--- config.mk ---
export PLATFORM = sky130hd
export DESIGN_NAME = rv_fetch_bus_flat
export DESIGN_NICKNAME = d
export VERILOG_FILES = /design/src/rtl/rv_fetch_bus_if.sv /design/src/rtl/rv_fetch_bus.sv /design/src/flat_wrapper.sv
export SDC_FILE = /design/constraint.sdc
export NUM_CORES = 1
export LEC_CHECK = 0
export CORE_ASPECT_RATIO = 1.1
export CORE_MARGIN = 3
export CORE_UTILIZATION = 40
export CTS_BUF_LIST = sky130_fd_sc_hd__clkbuf_2 sky130_fd_sc_hd__clkbuf_4 sky130_fd_sc_hd__clkbuf_8
export DETAILED_ROUTE_END_ITERATION = 16
export PLACE_DENSITY = 0.77
export SYNTH_ARGS = -nofsm -noshare
export SYNTH_HDL_FRONTEND = slang
export SYNTH_SLANG_ARGS = --single-unit
--- constraint.sdc ---
create_clock -name i_clk -period 1.9 [get_ports i_clk]
set_clock_uncertainty 0.2 [all_clocks]
set_input_delay 0.285 -clock i_clk [delete_from_list [all_inputs] [get_ports i_clk]]
set_output_delay 0.285 -clock i_clk [all_outputs]
set_load 0.01 [all_outputs]
--- src/rtl/rv_fetch_bus_if.sv ---
// rv_fetch_bus_if: instruction-bus read channel between the fetch master and memory.
//   req    master -> slave  read request, held until ack
//   addr   master -> slave  word address, stable while req is high and not acked
//   ack    slave -> master  read complete, rdata valid in the same cycle
//   rdata  slave -> master  32-bit read data
interface rv_fetch_bus_if #(
    parameter int IADDR_SPACE_BITS = 16
);
    logic                        req;
    logic [IADDR_SPACE_BITS-1:2] addr;
    logic                        ack;
    logic [31:0]                 rdata;
    modport master (output req, output addr, input ack, input rdata);
    modport slave  (input req, input addr, output ack, output rdata);
endinterface

--- src/rtl/rv_fetch_bus.sv ---
// rv_fetch_bus: instruction-fetch bus master that splits 32-bit words into halfword pushes for the fetch buffer.
//   i_clk, i_reset_n         clock, asynchronous active-low reset
//   i_redirect, i_redirect_pc restart fetch at a new halfword-aligned PC
//   ibus                     instruction read channel (master side)
//   o_flush_n, o_pc          buffer reset pulse and the start PC it loads
//   o_data_lo, o_data_hi     halfwords to the buffer
//   o_push_single/_double    one or two halfword push strobes
//   i_buf_not_full           buffer has at least 4 halfwords free
module rv_fetch_bus #(
    parameter int                          IADDR_SPACE_BITS = 16,
    parameter logic [IADDR_SPACE_BITS-1:0] RESET_PC         = '0
) (
    input  logic                        i_clk,
    input  logic                        i_reset_n,
    input  logic                        i_redirect,
    input  logic [IADDR_SPACE_BITS-1:1] i_redirect_pc,
    rv_fetch_bus_if.master              ibus,
    output logic                        o_flush_n,
    output logic [IADDR_SPACE_BITS-1:1] o_pc,
    output logic [15:0]                 o_data_lo,
    output logic [15:0]                 o_data_hi,
    output logic                        o_push_single,
    output logic                        o_push_double,
    input  logic                        i_buf_not_full
);
    localparam int AW = IADDR_SPACE_BITS - 2;

    typedef enum logic [1:0] {IDLE, REQ, DROP} state_e;

    state_e                      state_q, state_d;
    logic [AW-1:0]               faddr_q, faddr_d;
    logic [AW-1:0]               addr_q, addr_d;
    logic                        half_q, half_d;
    logic [IADDR_SPACE_BITS-1:1] pc_q, pc_d;
    logic [15:0]                 lo_q, lo_d, hi_q, hi_d;
    logic                        single_q, single_d, double_q, double_d;
    logic                        req_q, flush_n_q;
    logic                        go, accept;

    always_comb begin
        // a pending push is not yet visible in the buffer's not-full flag, so hold off issuing
        go       = i_buf_not_full & ~(single_q | double_q);
        accept   = (state_q == REQ) & ibus.ack & ~i_redirect;
        faddr_d  = i_redirect ? i_redirect_pc[IADDR_SPACE_BITS-1:2] : accept ? faddr_q + AW'(1) : faddr_q;
        half_d   = i_redirect ? i_redirect_pc[1] : half_q & ~accept;
        pc_d     = i_redirect ? i_redirect_pc : pc_q;
        lo_d     = (accept & ~half_q) ? ibus.rdata[15:0] : lo_q;
        hi_d     = accept ? ibus.rdata[31:16] : hi_q;
        single_d = accept & half_q;
        double_d = accept & ~half_q;
        unique case (state_q)
            IDLE:    state_d = (i_redirect | go) ? REQ : IDLE;
            REQ:     state_d = ibus.ack ? ((i_redirect | go) ? REQ : IDLE) : (i_redirect ? DROP : REQ);
            default: state_d = ibus.ack ? REQ : DROP;
        endcase
        // while draining a stale request the bus must keep seeing the old address
        addr_d   = (state_d == DROP) ? addr_q : faddr_d;
    end

    always_ff @(posedge i_clk or negedge i_reset_n) begin
        if (!i_reset_n) begin
            state_q   <= IDLE;
            faddr_q   <= RESET_PC[IADDR_SPACE_BITS-1:2];
            addr_q    <= RESET_PC[IADDR_SPACE_BITS-1:2];
            half_q    <= RESET_PC[1];
            pc_q      <= RESET_PC[IADDR_SPACE_BITS-1:1];
            lo_q      <= '0;
            hi_q      <= '0;
            single_q  <= 1'b0;
            double_q  <= 1'b0;
            req_q     <= 1'b0;
            flush_n_q <= 1'b0;
        end else begin
            state_q   <= state_d;
            faddr_q   <= faddr_d;
            addr_q    <= addr_d;
            half_q    <= half_d;
            pc_q      <= pc_d;
            lo_q      <= lo_d;
            hi_q      <= hi_d;
            single_q  <= single_d;
            double_q  <= double_d;
            req_q     <= state_d != IDLE;
            flush_n_q <= ~i_redirect;
        end
    end

    assign ibus.req      = req_q;
    assign ibus.addr     = addr_q;
    assign o_flush_n     = flush_n_q;
    assign o_pc          = pc_q;
    assign o_data_lo     = lo_q;
    assign o_data_hi     = hi_q;
    assign o_push_single = single_q;
    assign o_push_double = double_q;
endmodule

--- src/flat_wrapper.sv ---
// flat-port wrapper written by rule: the top's interface ports become plain ports
module rv_fetch_bus_flat 
#(
    parameter int                          IADDR_SPACE_BITS = 16,
    parameter logic [IADDR_SPACE_BITS-1:0] RESET_PC         = '0
)
  (i_clk, i_reset_n, i_redirect, i_redirect_pc, o_flush_n, o_pc, o_data_lo, o_data_hi, o_push_single, o_push_double, i_buf_not_full, ibus_req, ibus_addr, ibus_ack, ibus_rdata);
  rv_fetch_bus_if #(.IADDR_SPACE_BITS(IADDR_SPACE_BITS)) ibus_i ();
  input  logic i_clk;
  input  logic i_reset_n;
  input  logic i_redirect;
  input  logic [IADDR_SPACE_BITS-1:1] i_redirect_pc;
  output logic o_flush_n;
  output logic [IADDR_SPACE_BITS-1:1] o_pc;
  output logic [15:0] o_data_lo;
  output logic [15:0] o_data_hi;
  output logic o_push_single;
  output logic o_push_double;
  input  logic i_buf_not_full;
  output wire logic [$bits(ibus_i.req)-1:0] ibus_req;
  output wire logic [$bits(ibus_i.addr)-1:0] ibus_addr;
  input wire logic [$bits(ibus_i.ack)-1:0] ibus_ack;
  input wire logic [$bits(ibus_i.rdata)-1:0] ibus_rdata;
  assign ibus_req = ibus_i.req;
  assign ibus_addr = ibus_i.addr;
  assign ibus_i.ack = ibus_ack;
  assign ibus_i.rdata = ibus_rdata;
  rv_fetch_bus #(.IADDR_SPACE_BITS(IADDR_SPACE_BITS), .RESET_PC(RESET_PC)) u_core (.i_clk(i_clk), .i_reset_n(i_reset_n), .i_redirect(i_redirect), .i_redirect_pc(i_redirect_pc), .ibus(ibus_i), .o_flush_n(o_flush_n), .o_pc(o_pc), .o_data_lo(o_data_lo), .o_data_hi(o_data_hi), .o_push_single(o_push_single), .o_push_double(o_push_double), .i_buf_not_full(i_buf_not_full));
endmodule
==> metrics.md, run 1 <==
| Metric | Value |
|---|---|
| Outcome | completed |
| WHS | 0.232 ns |
| Fmax | 548 MHz |
| Initial antenna violation count | 0 |
| Critical path required time | 1.93 ns |
| #FFs+latches synth | 82 |
| Max-cap violation count | 0 |
| Peak supply drop | 0.559 mV |
| H-tree levels | 3 |
| Avg Synthesized Cell Area | 11.1 sq um |
| Crit Path Max Fanout | 8 |
| GP Congestion | 0.785 |
| Post-synth EDFFs | 0 |
| Post-route insts no fill | 568 |
| GR Util All Layers | 0.180 |
| Count of cell types in the netlist | 42 |
| Min-delay worst type | input pin to asynchronous set/reset pin |
| Critical Path End Type | flip-flop |
| YS warnings | 0 |
| Reg2reg start | u_core.state_q[1] |
| Final hold violations | 0 |
| Period minus WS final | 1.82 ns |
| TritonCTS clock tree | done |
| CTS Buffer Depth | 2 |
| R2R depth | 5 |
| Post-Syn Nets | 365 |
| Fin Setup TNS | 0 ns |
| Commonest cells post-synth | 82 x dfrtp_1, 66 x nand2_1, 27 x mux2_2 |
| RSZ-0062 raised after global routing | yes |
| Vias | 2863 |
| Postcts setup bufs | 0 |
| Yosys top cell by area | dfrtp_1 |
| DRC | 0 |
| Antenna-violating nets left | 0 |
| # diodes | 0 |
| Inst Count DP | 552 |
| HPWL after DPL | 6360 microns |
| Leak | 2.30 nW |
| Mapped Cells | 312 |
| Worst EP arrival | 1.86 ns |
| Sequential area share after synthesis | 0.592 |
| Area contributors post-synth | dfrtp_1 59%, mux2_2 8.8%, nand2_1 7.1% |
| Die Span X | 94.8 microns |
| Maximum number of pins on one net before global-route repair | 38 |
| First-pass GRT wire length | 14000 microns |
| I/O Pins | 117 |
| Worst R2R End | u_core.faddr_q[13] |
| WL per Instance | 15.0 microns |
| Worst-Skew Late Latency | 0.34 ns |
| Main flop type after synthesis | dfrtp_1 |
| Total gr overflow | 0 |
| Power consumption | 0.00506 W |
| Synth Cell Area | 0.00347 sq mm |
| Most common cell in the netlist | dfrtp_1 |
| First DRT Iteration DRCs | 116 |
| Rel. slew slack | 0.710 |
| Setup violators final | 0 |
| Fraction of registers with async set/reset | 1.00 |
| Reg clk slew, reported paths | 0.08 ns |
| Core ar. | 0.00841 sq mm |
| Root Driver | clkbuf_8 |
| DR vias/cell | 5.04 |
| Worst slew pin tran | 0.434 ns |
| PwrDens | 977 mW/mm^2 |
| WL final | 8530 microns |
| Synth top area share | 0.592 |
| Share of cells above drive strength 1 | 0.184 |
| CP Launch Type | flip-flop |
| R2r setup slk | 0.08 ns |
| Crit Path Category | flip-flop to flip-flop |
| Row cnt | 35 |
| Area growth syn-to-layout | 49.5% |
| Die footprint | 0.00982 sq mm |
| Max Transition Viols Final | 0 |
| Clock tree sinks | 82 |
| Total CTS buffers | 9 |
| Initial Util | 0.412 |
| Initial DRT Pass Iterations | 4 |
| Vias in the first global route | 3005 |
| Final core occ | 0.616 |
| Nets | 506 |
| Die Y | 104 microns |
| PortBufs | 116 |
| Final period utilization | 0.960 |
[layout make-up]
type	instances	area [sq um]
repair buffers	145	1420
inverters	12	45.0
fillers	715	3230
flip-flops and latches	82	2050
clock inverters	5	80.1
multi-input cells	203	1310
clock buffers	10	131
well taps	111	139
[registers in the layout, indices dropped and copies added, names as in the netlist, 2 cells and up]
name	count
u_core.state_q	2
u_core.ibus.addr	14
u_core.o_data_hi	16
u_core.o_pc	15
u_core.faddr_q	14
u_core.o_data_lo	16
[how the worst max path moves through the flow]
stage                      startpoint                    to  depth (start not counted)
floorplan           u_core.state_q[1]  u_core.o_data_lo[10]                          4
CTS                          ibus_ack  u_core.ibus.addr[11]                          5
detailed placement           ibus_ack  u_core.ibus.addr[11]                          5
finish              u_core.state_q[1]    u_core.faddr_q[13]                          5
global route        u_core.state_q[0]    u_core.faddr_q[13]                          5
global placement             ibus_ack  u_core.ibus.addr[11]                          5
[cell usage in the layout, fill, tap and decap left out, types with 3 or more instances in the layout]
| master | Yosys | routed |
|---|---|---|
| clkdlybuf4s50_1 | 0 | 113 |
| dfrtp_1 | 82 | 82 |
| nand2_1 | 66 | 66 |
| mux2_2 | 27 | 27 |
| buf_4 | 3 | 26 |
| nor2_1 | 17 | 16 |
| o21ai_0 | 15 | 15 |
| inv_1 | 11 | 11 |
| nor3_1 | 10 | 10 |
| nand3_1 | 10 | 10 |
| clkbuf_8 | 0 | 9 |
| a211oi_1 | 6 | 6 |
| xnor2_1 | 5 | 5 |
| nand4_1 | 4 | 4 |
| a21oi_1 | 4 | 4 |
| a21o_1 | 3 | 3 |
| xor2_1 | 3 | 3 |
| a31oi_1 | 3 | 3 |
| mux2i_1 | 3 | 3 |
| buf_12 | 0 | 3 |
[worst max-delay path, stage by stage (launching register included)]
cell       delay (ns)
dfrtp_1          0.44
nand4bb_4        0.31
nor3_1           0.23
buf_4            0.17
a211oi_1         0.07
a211o_1          0.28
[what timing repair did]
item | CTS | global route
setup endpoints to repair | 0 | 10
hold buffers | 1 | 0
hold endpoints to repair | 31 | 0
resized for setup | 0 | 9
[per-layer routing]
metal / track usage / up-vias / wire length [microns]
met5: 0 / - / 0
met4: 0.0753 / 0 / 283
met3: 0.0334 / 23 / 479
met2: 0.298 / 102 / 4160
met1: 0.229 / 1383 / 3610
li1: - / 1355 / -
[power breakdown]
| group | internal, W | switching [W] | leakage [nW] |
|---|---|---|---|
| logic | 0.000876 | 0.000580 | 1.21 |
| registers | 0.00207 | 0.000199 | 0.982 |
| clock network | 0.000745 | 0.000592 | 0.102 |
| total | 0.00369 | 0.00137 | 2.30 |
[logic make-up after synthesis]
| kind of cell | Yosys count | synth area share |
|---|---|---|
| flip-flops | 82 | 0.592 |
| AND/OR/NAND/NOR | 126 | 0.178 |
| multiplexers | 30 | 0.0964 |
| buffers and inverters | 27 | 0.0375 |
| AO/OA/AOI/OAI | 38 | 0.0729 |
| XOR/XNOR | 8 | 0.0202 |
| adder cells (fa/ha/maj) | 1 | 0.00361 |
[per-stage QoR]
| step | cell area, sq um | setup WS (ns) |
|---|---|---|
| final | 5180 | 0.0751 |
| after global placement | 4930 | -0.298 |
| after CTS | 5150 | 0.0340 |
| after floorplan | 3470 | 0.105 |
| after global routing | 5180 | -0.0161 |
| after detailed placement | 4930 | -0.338 |
Note: power is estimated with default switching activity, not from simulation.
==> run 2: changes to the inputs <==
--- a/config.mk
+++ b/config.mk
@@ -11,6 +11,7 @@
 export CTS_BUF_LIST = sky130_fd_sc_hd__clkbuf_2 sky130_fd_sc_hd__clkbuf_4 sky130_fd_sc_hd__clkbuf_8
 export DETAILED_ROUTE_END_ITERATION = 16
 export PLACE_DENSITY = 0.77
+export REMOVE_ABC_BUFFERS = 1
 export SYNTH_ARGS = -nofsm -noshare
 export SYNTH_HDL_FRONTEND = slang
 export SYNTH_SLANG_ARGS = --single-unit
==> run 2 against run 1 <==
Count of clock-buffer cells in the layout grew 2. First-iteration DRC count down 10%. Critical path depth rose by 1. Highest routed layer unchanged.
==> metrics.md, run 2 (synthesis gave the netlist of run 1 again) <==
| Metric | Value |
|---|---|
| Peak supply drop | 0.531 mV (was 0.559 mV) |
| CP Launch Type | input pin (was flip-flop) |
| Reg2reg start | u_core.state_q[1] (unchanged) |
| Row cnt | 35 (unchanged) |
| HPWL after DPL | 6340 microns (was 6360 microns) |
| Slowest stage cell on the critical path | clkdlybuf4s50_1 (was dfrtp_1) |
| Die Y | 104 microns (unchanged) |
| CTS Buffer Depth | 2 (unchanged) |
| H-tree levels | 3 (unchanged) |
| Period minus WS final | 1.83 ns (was 1.82 ns) |
| TritonCTS clock tree | done (unchanged) |
| Final hold violations | 0 (unchanged) |
| Postcts setup bufs | 0 (unchanged) |
| Area after DPL | 0.00494 sq mm (was 0.00493 sq mm) |
| Crit Path Max Fanout | 7 (was 8) |
| Critical Path End Type | flip-flop (unchanged) |
| PortBufs | 116 (unchanged) |
| Worst EP arrival | 1.89 ns (was 1.86 ns) |
| Final period utilization | 0.964 (was 0.960) |
| Min-delay worst type | input pin to asynchronous set/reset pin (unchanged) |
| Die Span X | 94.8 microns (unchanged) |
| Post-route insts no fill | 566 (was 568) |
| Slowest Stage Delay on Critical Path | 0.48 ns (was 0.44 ns) |
| Critical path required time | 1.96 ns (was 1.93 ns) |
| Inst Count DP | 550 (was 552) |
| Die footprint | 0.00982 sq mm (unchanged) |
| Area growth syn-to-layout | 49.0% (was 49.5%) |
| Root Driver | clkbuf_8 (unchanged) |
| Worst setup path endpoint | u_core.ibus.addr[7] (was u_core.faddr_q[13]) |
| Initial Util | 0.412 (unchanged) |
| Crit Path Category | input pin to flip-flop (was flip-flop to flip-flop) |
| DR vias/cell | 4.99 (was 5.04) |
| R2r setup slk | 0.08 ns (about the same) |
| GR Util All Layers | 0.183 (was 0.180) |
| Fmax | 546 MHz (was 548 MHz) |
| Most common cell after layout, fill and taps aside | clkdlybuf4s50_1 (unchanged) |
| R2R depth | 5 (unchanged) |
| Outcome | completed (unchanged) |
| Reg clk slew, reported paths | 0.08 ns (about the same) |
| Vias | 2826 (was 2863) |
| Max Transition Viols Final | 0 (unchanged) |
| Clock tree sinks | 82 (unchanged) |
| Nets | 504 (was 506) |
| Worst-Skew Late Latency | 0.35 ns (was 0.34 ns) |
| WL per Instance | 15.3 microns (was 15.0 microns) |
| Worst R2R End | u_core.ibus.addr[7] (was u_core.faddr_q[13]) |
| Post-route cell area | 0.00517 sq mm (was 0.00518 sq mm) |
| WL final | 8650 microns (was 8530 microns) |
| DRC | 0 (unchanged) |
| GP Congestion | 0.805 (was 0.785) |
| CP Launch Point | i_redirect (was u_core.state_q[1]) |
| Cell chain of the critical path | clkdlybuf4s50_1 > nand4bb_4 > buf_4 > nor3_1 > xnor2_1 > a211oi_2 (was nand4bb_4 > nor3_1 > buf_4 > a211oi_1 > a211o_1) |
| # diodes | 0 (unchanged) |
| Setup violators final | 0 (unchanged) |
| Share of cells above drive strength 1 | 0.187 (was 0.184) |
| Rel. slew slack | 0.729 (was 0.710) |
| Initial antenna violation count | 0 (unchanged) |
| Most frequent cells in the layout | 114 x clkdlybuf4s50_1, 81 x dfrtp_1, 66 x nand2_1, 27 x mux2_2, 22 x buf_4 (was 113 x clkdlybuf4s50_1, 82 x dfrtp_1, 66 x nand2_1, 27 x mux2_2, 26 x buf_4) |
| Initial DRT Pass Iterations | 4 (unchanged) |
| Total CTS buffers | 9 (unchanged) |
| I/O Pins | 117 (unchanged) |
| Antenna-violating nets left | 0 (unchanged) |
| Leak | 2.28 nW (was 2.30 nW) |
| Maximum number of pins on one net before global-route repair | 37 (was 38) |
| Core ar. | 0.00841 sq mm (unchanged) |
| Vias in the first global route | 2945 (was 3005) |
| Max-cap violation count | 0 (unchanged) |
| PwrDens | 945 mW/mm^2 (was 977 mW/mm^2) |
| Worst slew pin tran | 0.407 ns (was 0.434 ns) |
| Total gr overflow | 0 (unchanged) |
| Power consumption | 0.00488 W (was 0.00506 W) |
| First-pass GRT wire length | 13900 microns (was 14000 microns) |
| First DRT Iteration DRCs | 104 (was 116) |
-- run 2: changes by cell type in the layout (fill, tap and decap cells not counted), sizes merged --
cell / before / now
clkbuf: 10 / 12
clkinvlp: 2 / 0
clkdlybuf4s50: 113 / 114
dlymetal6s2s: 2 / 1
buf: 29 / 27
clkinv: 1 / 3
bufinv: 2 / 0
-- run 2: stage by stage --
stage	util	worst slack [ns]	hold slack, ns	setup TNS (ns)
2_1_floorplan	-	-0.352	-0.211	-4.03
3_3_place_gp	0.587	-0.237	0.0373	-6.73
3_5_place_dp	0.587	-0.366	0.0455	-9.23
4_1_cts	0.609	0.00545	0.204	0
5_1_grt	0.614	-0.00559	0.251	-0.00979
6_report	0.614	0.0691	0.204	0
-- run 2: where the power goes --
| group | total [W] | internal (W) | switching (W) | leakage [nW] |
|---|---|---|---|---|
| clock | 0.00115 | 0.000548 | 0.000601 | 0.0954 |
| combinational | 0.00147 | 0.000885 | 0.000584 | 1.20 |
| sequential | 0.00227 | 0.00207 | 0.000194 | 0.981 |
| total | 0.00488 | 0.00350 | 0.00138 | 2.28 |
-- run 2: layout make-up --
cell class	instances	area, sq um
clock buffer	12	159
clock inverter	3	15.0
fill	716	3240
inverter	12	45.0
multi-input combinational	203	1330
sequential	82	2050
tap	111	139
timing repair buffer	143	1430
-- run 2: repair_timing --
item | 4_1_cts | 5_1_grt
gates resized for setup | 1 | 9
setup endpoints to repair | 1 | 12
gates cloned | 0 | 0
pin swaps | 0 | 1
hold buffers | 1 | 0
endpoints found under the hold margin | 28 | 0
-- run 2: critical path, delay by kind of cell --
| kind | cells | cell delay (ns) |
|---|---|---|
| AOI/OAI and AO/OA | 1 | 0.22 |
| xor gates and xnor gates | 1 | 0.13 |
| buffers and inverters | 2 | 0.69 |
| and+or+nand+nor | 2 | 0.55 |
-- run 2: layer usage --
layer / global-route usage / up-vias / wire (microns)
met5: 0 / - / 0
met4: 0.0938 / 0 / 179
met3: 0.0392 / 11 / 611
met2: 0.301 / 92 / 4310
met1: 0.222 / 1368 / 3550
li1: - / 1355 / -
-- run 2: worst min path at each step --
stage | slack (ns) | cells after the start | from | to
after floorplan | -0.21 | 0 | i_reset_n | u_core.faddr_q[0]
after global placement | 0.04 | 1 | i_reset_n | u_core.o_data_lo[11]
after detailed placement | 0.05 | 1 | i_reset_n | u_core.o_data_lo[3]
after CTS | 0.20 | 2 | i_reset_n | u_core.o_data_lo[3]
after global routing | 0.25 | 2 | i_reset_n | u_core.o_data_lo[3]
final | 0.20 | 2 | i_reset_n | u_core.o_data_lo[3]
